File: src/rtl/loader_write_queue.sv
// Loader-to-SDRAM write queue.
// Buffers {addr, data} bytes from the iNES loader and replays them to SDRAM
// port A, issuing at most one write per slot pulse. Each issued write is held
// on mem_* from one slot pulse to the next so the SDRAM mux sees a full slot.
module loader_write_queue #(
  parameter int unsigned DEPTH_LOG2 = 2,
  parameter int unsigned ADDR_W     = 22
) (
  input  logic                  clk,
  input  logic                  reset_n,
  input  logic                  clear,
  input  logic                  in_wr,
  input  logic [ADDR_W-1:0]     in_addr,
  input  logic [7:0]            in_data,
  input  logic                  slot,
  output logic                  mem_we,
  output logic [ADDR_W-1:0]     mem_addr,
  output logic [7:0]            mem_data,
  output logic [DEPTH_LOG2:0]   level,
  output logic                  idle,
  output logic                  overflow,
  output logic [ADDR_W-1:0]     wr_count
);

  localparam int unsigned Depth  = 2 ** DEPTH_LOG2;
  localparam int unsigned EntryW = ADDR_W + 8;
  localparam logic [DEPTH_LOG2:0] LevelFull = (DEPTH_LOG2 + 1)'(Depth);

  typedef logic [DEPTH_LOG2-1:0] ptr_t;
  typedef logic [EntryW-1:0]     entry_t;

  // Storage is not reset: only entries between the pointers are ever read.
  entry_t store_q [Depth];

  ptr_t                wr_ptr_q, wr_ptr_d;
  ptr_t                rd_ptr_q, rd_ptr_d;
  logic [DEPTH_LOG2:0] level_q, level_d;
  logic                mem_we_q, mem_we_d;
  logic [ADDR_W-1:0]   mem_addr_q, mem_addr_d;
  logic [7:0]          mem_data_q, mem_data_d;
  logic                overflow_q, overflow_d;
  logic [ADDR_W-1:0]   wr_count_q, wr_count_d;

  logic   empty;
  logic   full;
  logic   pop;
  logic   push;
  logic   drop;
  logic   store_we;
  entry_t head;

  // Queue status and the push/pop/drop decisions for this cycle.
  always_comb begin
    empty = (level_q == '0);
    full  = (level_q == LevelFull);
    pop   = slot & ~empty;
    // A full queue can still accept a byte when the head leaves this cycle.
    push  = in_wr & (~full | pop);
    drop  = in_wr & full & ~pop;
    // clear outranks a push, so nothing is written into a flushed queue.
    store_we = push & ~clear;
    head     = store_q[rd_ptr_q];
  end

  // Next-state for pointers, occupancy, the SDRAM write register and status.
  always_comb begin
    wr_ptr_d   = wr_ptr_q;
    rd_ptr_d   = rd_ptr_q;
    level_d    = level_q;
    mem_we_d   = mem_we_q;
    mem_addr_d = mem_addr_q;
    mem_data_d = mem_data_q;
    overflow_d = overflow_q;
    wr_count_d = wr_count_q;

    if (clear) begin
      // Flush; mem_addr/mem_data keep their last value.
      wr_ptr_d   = '0;
      rd_ptr_d   = '0;
      level_d    = '0;
      mem_we_d   = 1'b0;
      overflow_d = 1'b0;
      wr_count_d = '0;
    end else begin
      if (pop) begin
        rd_ptr_d   = rd_ptr_q + 1'b1;
        mem_we_d   = 1'b1;
        mem_addr_d = head[EntryW-1:8];
        mem_data_d = head[7:0];
        wr_count_d = wr_count_q + 1'b1;
      end else if (slot) begin
        // Nothing queued at this slot: release the port for a whole slot.
        mem_we_d = 1'b0;
      end

      if (push) begin
        wr_ptr_d = wr_ptr_q + 1'b1;
      end

      unique case ({push, pop})
        2'b10:   level_d = level_q + 1'b1;
        2'b01:   level_d = level_q - 1'b1;
        default: level_d = level_q;
      endcase

      if (drop) begin
        overflow_d = 1'b1;
      end
    end
  end

  // Entry storage write.
  always_ff @(posedge clk) begin
    if (store_we) begin
      store_q[wr_ptr_q] <= {in_addr, in_data};
    end
  end

  // Control and output registers; reset drops mem_we asynchronously.
  always_ff @(posedge clk or negedge reset_n) begin
    if (!reset_n) begin
      wr_ptr_q   <= '0;
      rd_ptr_q   <= '0;
      level_q    <= '0;
      mem_we_q   <= 1'b0;
      mem_addr_q <= '0;
      mem_data_q <= '0;
      overflow_q <= 1'b0;
      wr_count_q <= '0;
    end else begin
      wr_ptr_q   <= wr_ptr_d;
      rd_ptr_q   <= rd_ptr_d;
      level_q    <= level_d;
      mem_we_q   <= mem_we_d;
      mem_addr_q <= mem_addr_d;
      mem_data_q <= mem_data_d;
      overflow_q <= overflow_d;
      wr_count_q <= wr_count_d;
    end
  end

  // Output drive; idle tells the top level the queue has fully drained.
  always_comb begin
    mem_we   = mem_we_q;
    mem_addr = mem_addr_q;
    mem_data = mem_data_q;
    level    = level_q;
    overflow = overflow_q;
    wr_count = wr_count_q;
    idle     = (level_q == '0) & ~mem_we_q;
  end

endmodule

File: config.mk
export PLATFORM = sky130hd
export DESIGN_NAME = loader_write_queue
export DESIGN_NICKNAME = d
export VERILOG_FILES = /design/src/rtl/loader_write_queue.sv
export SDC_FILE = /design/constraint.sdc
export NUM_CORES = 1
export LEC_CHECK = 0
export ABC_AREA = 1
export CORE_ASPECT_RATIO = 1.75
export CORE_MARGIN = 5
export CORE_UTILIZATION = 30
export CTS_CLUSTER_DIAMETER = 200
export DETAILED_ROUTE_END_ITERATION = 10
export HOLD_SLACK_MARGIN = 0.1
export PLACE_DENSITY_LB_ADDON = 0.12
export SLEW_MARGIN = 15
export SYNTH_ARGS = -nofsm -noshare
export SYNTH_HDL_FRONTEND = slang
export SYNTH_SLANG_ARGS = --single-unit
File: constraint.sdc
create_clock -name clk -period 2.3 [get_ports clk]
set_clock_uncertainty 0.15 [all_clocks]
set_input_delay 0.69 -clock clk [delete_from_list [all_inputs] [get_ports clk]]
set_output_delay 0.69 -clock clk [all_outputs]
set_load 0.01 [all_outputs]
==> impl_results.md <==
- Number of sinks on the clock net: about 180
- Pwr Density: 1000 mW/mm^2
- Number of antenna repair diodes: 0
- Net count reported at finish: slightly below 900
- Average wire length per cell after detail routing: between 15 and 20 um
- Yosys reg bits: roughly 180
- Compound-gate portion of the synthesized area: 0.0961
- Synth unique cells: 29
- Area grow syn2layout: 32.8%
- Grt total ovfl: 0
- Estimated wirelength of the detail-placed design: 13.2 mm
- Initial core utilization: 0.303
- Clock network latency to the later pin of the worst-skew pair: 440 ps
- Synthesized area divided by synthesized cell count: 10.9 um^2
- Summed negative setup slack over all endpoints: 0 ps
- Least-Margin Pin Slew: 415 ps
- Clock transition at path regs: ~70 ps
- Post-synthesis mux area share: 0
- Largest stage delay on the critical path: 560 ps
- Worst setup path endpoint: wr_count[12]
- Worst Path Arrival: 1420 ps
- Die footprint: 0.0281 mm^2
- Share of cells above drive strength 1: 0.131
- Min-delay worst type: reg2reg
- Count of unresolved DRC violations after routing: 0
- Minimum clock period: roughly 2300 ps
- Startpoint type of the worst setup path: flop
- Global placer's final weighted congestion: ~0.8
- Floorplan die height: between 200 and 250 um
- Synthesized-area fraction occupied by xor and xnor cells: 0.00236
- Detailed-routed wire length on met3: 615 um
- Post-synthesis cell area: ~0.0074 mm^2
- Root buffer selected by CTS: sky130_fd_sc_hd__clkbuf_16
- TritonCTS clock tree: built
- CP endpoint kind: output port
- Count of antenna-violating nets left after detailed routing: 0
- Combinational family with the most area after synthesis: simple AND/OR/NAND/NOR gates
- Routed length on met2: about 11 mm
- Share of the cycle needed by the critical path after routing: 0.983
- Initial DRC Count: around 270
- Worst reg2reg startpoint: wr_count[0]
- Number of top-level design ports: 93
- Maximum resistive drop on vdd: about 0.00053 V
- Class of the most critical setup path: reg2out
- Crit-path cells: clkdlybuf4s50_1
- Post-synth net total: between 700 and 800
- Simple-gate area share of the yosys netlist: 0.162
- Total track usage: 0.143
- Fraction of the mapped netlist area in adder cells: 0.0111
- Hold WS: ~330 ps
- RSZ-0062 raised after global routing: no
- Hold path start: mem_data[6]
- Setup slack of the worst register-to-register path: approximately 490 ps
- FF-to-FF path depth: 8
- Setup-violating endpoint count in the final report: 0
- Post-synthesis sequential area ratio: 0.691
- Via count of the first global-routing pass: about 5,800
- Max-capacitance violation count: 0
- Outcome: finished clean
- Global-route wire length before repair: 30.7 mm
- Worst path top cell family by delay: buffers and inverters
- Top layer reached by signal wires: met4
- Layout filler cell count: between 2,000 and 2,500
- Routed via count divided by cell count: roughly 4.7
- First-pass iteration count of the detailed router: 4
- Buf/Inv on CP: 1
- Logic depth of the worst path, buffers included: 1
- Total via count in the routed design: ~5,400
- Width of the die: between 100 and 150 um
- Achievable Freq: around 0.44 GHz
- Met1 routed wirelength after detailed routing: approximately 7.5 mm
- Max transition margin: 0.723
- Number of antenna violations at the first check in global routing: 0
- Largest net degree at the start of global routing: 39
- Input/output buffers: between 90 and 100
- Pins Over Slew Limit: 0
- Instance count along the most critical hold path: 2
- Deepest clock path buffer count: 2
- Cts bufs inserted: 17
- Worst-path maximum fanout: 5
- Number of rows in the core area: 76
- FF-to-FF End: wr_count[21]
- Leakage: roughly 3.8 nW
- # H-tree levels: 4
- Required time reported for the critical path endpoint: 1460 ps
- Library cell contributing the largest single delay on the critical path: sky130_fd_sc_hd__clkdlybuf4s50_1
- Crit. Startpoint: wr_count[12]
- Area of the core: between 0.02 and 0.025 mm^2
- Total count of hold-check failures in the final report: 0
- Total Routed Length: around 19 mm
- Synthesized instance count: ~700
- Synthesis Warnings: 0
[area by class of cell]
cell class,count,area [um^2],area share
well taps,312,390,0.0396
multi-input cells,437,2050,0.209
inverters,35,131,0.0133
clock inverters,12,178,0.0180
repair buffers,154,1520,0.154
flip-flops and latches,181,5130,0.521
clock buffers,20,447,0.0453
[metal layers]
metal | vias up | global-route usage
met1 | 2676 | 0.157
met3 | 27 | 0.0277
met5 | - | 0
met2 | 102 | 0.263
met4 | 0 | 0.0575
li1 | 2623 | -
[placed cells by master, fill, tap and decap left out, drive strengths merged]
cell and n:
nor2 109, nor3 1, fa 1, o21a 2, a22o 1, dlygate4sd3 1, clkinvlp 4, nand3 24
dlygate4sd2 3, bufinv 4, ha 5, clkbuf 20, nand4 5, xor2 2, clkdlybuf4s15 1, dfrtp 61
inv 36, clkinv 3, o22ai 32, nand2 160, clkdlybuf4s50 87, a31oi 2, buf 62, edfxtp 120
a21oi 14, o21ai 79
[metrics by stage]
step           total power [W]  setup WS, ps  cell area (um^2)  utilization  cells
3_3_place_gp           0.00682          -185              9090        0.371   1102
4_1_cts                 0.0100          1.17              9810        0.400   1146
3_5_place_dp           0.00685          -179              9090        0.371   1102
2_1_floorplan          0.00544          -266              7430            -    683
5_1_grt                 0.0104         0.439              9850        0.402   1151
6_report               0.00988          39.5              9850        0.402   1151
[cell families after synthesis]
logic type | after synthesis
flip-flops | 181
AO/OA/AOI/OAI | 130
AND/OR/NAND/NOR | 299
adder cells (fa/ha/maj) | 6
buffers and inverters | 65
XOR/XNOR | 2
[where the power goes]
group / leakage, nW / internal (W) / switching, W
clock network: 0.293 / 0.00185 / 0.00128
registers: 1.89 / 0.00389 / 0.000205
logic: 1.64 / 0.00121 / 0.00144
total: 3.82 / 0.00695 / 0.00292
[flip-flops by register name (all words and copies together) (netlist names)]
| name | flops |
|---|---|
| level | 3 |
| mem_addr | 22 |
| mem_data | 8 |
| mem_we | 1 |
| overflow | 1 |
| rd_ptr_q | 2 |
| store_q | 120 |
| wr_count | 22 |
| wr_ptr_q | 2 |
[cells in the mapped netlist, drive strengths merged]
library cell	instances	share of area
nand2	160	0.084
edfxtp	120	0.49
nor2	109	0.057
o21ai	79	0.053
dfrtp	61	0.21
inv	34	0.017
o22ai	32	0.027
nand3	24	0.016
clkbuf	21	0.011
a21oi	14	0.011
buf	9	0.0088
ha	5	0.0084
nand4	5	0.0042
a31oi	2	0.0017
o21a	2	0.0020
xor2	2	0.0024
a22o	1	0.0012
clkinv	1	0.00051
fa	1	0.0027
nor3	1	0.00067
[repair_timing]
item	4_1_cts	5_1_grt
pin swaps	1	0
cloned	0	0
buffers inserted	11	5
endpoints found under the hold margin	21	0
hold buffers	1	0
gates resized for setup	7	2
endpoints found under the setup margin	14	5
[worst min-delay path by stage]
stage                        end  slack [ps]
finish               mem_data[6]         330
global route         mem_addr[6]         360
CTS                  mem_addr[0]         340
detailed placement   mem_data[0]         320
global placement    mem_addr[12]         310
floorplan               level[0]         240
Note: power is estimated with default switching activity, not from simulation.
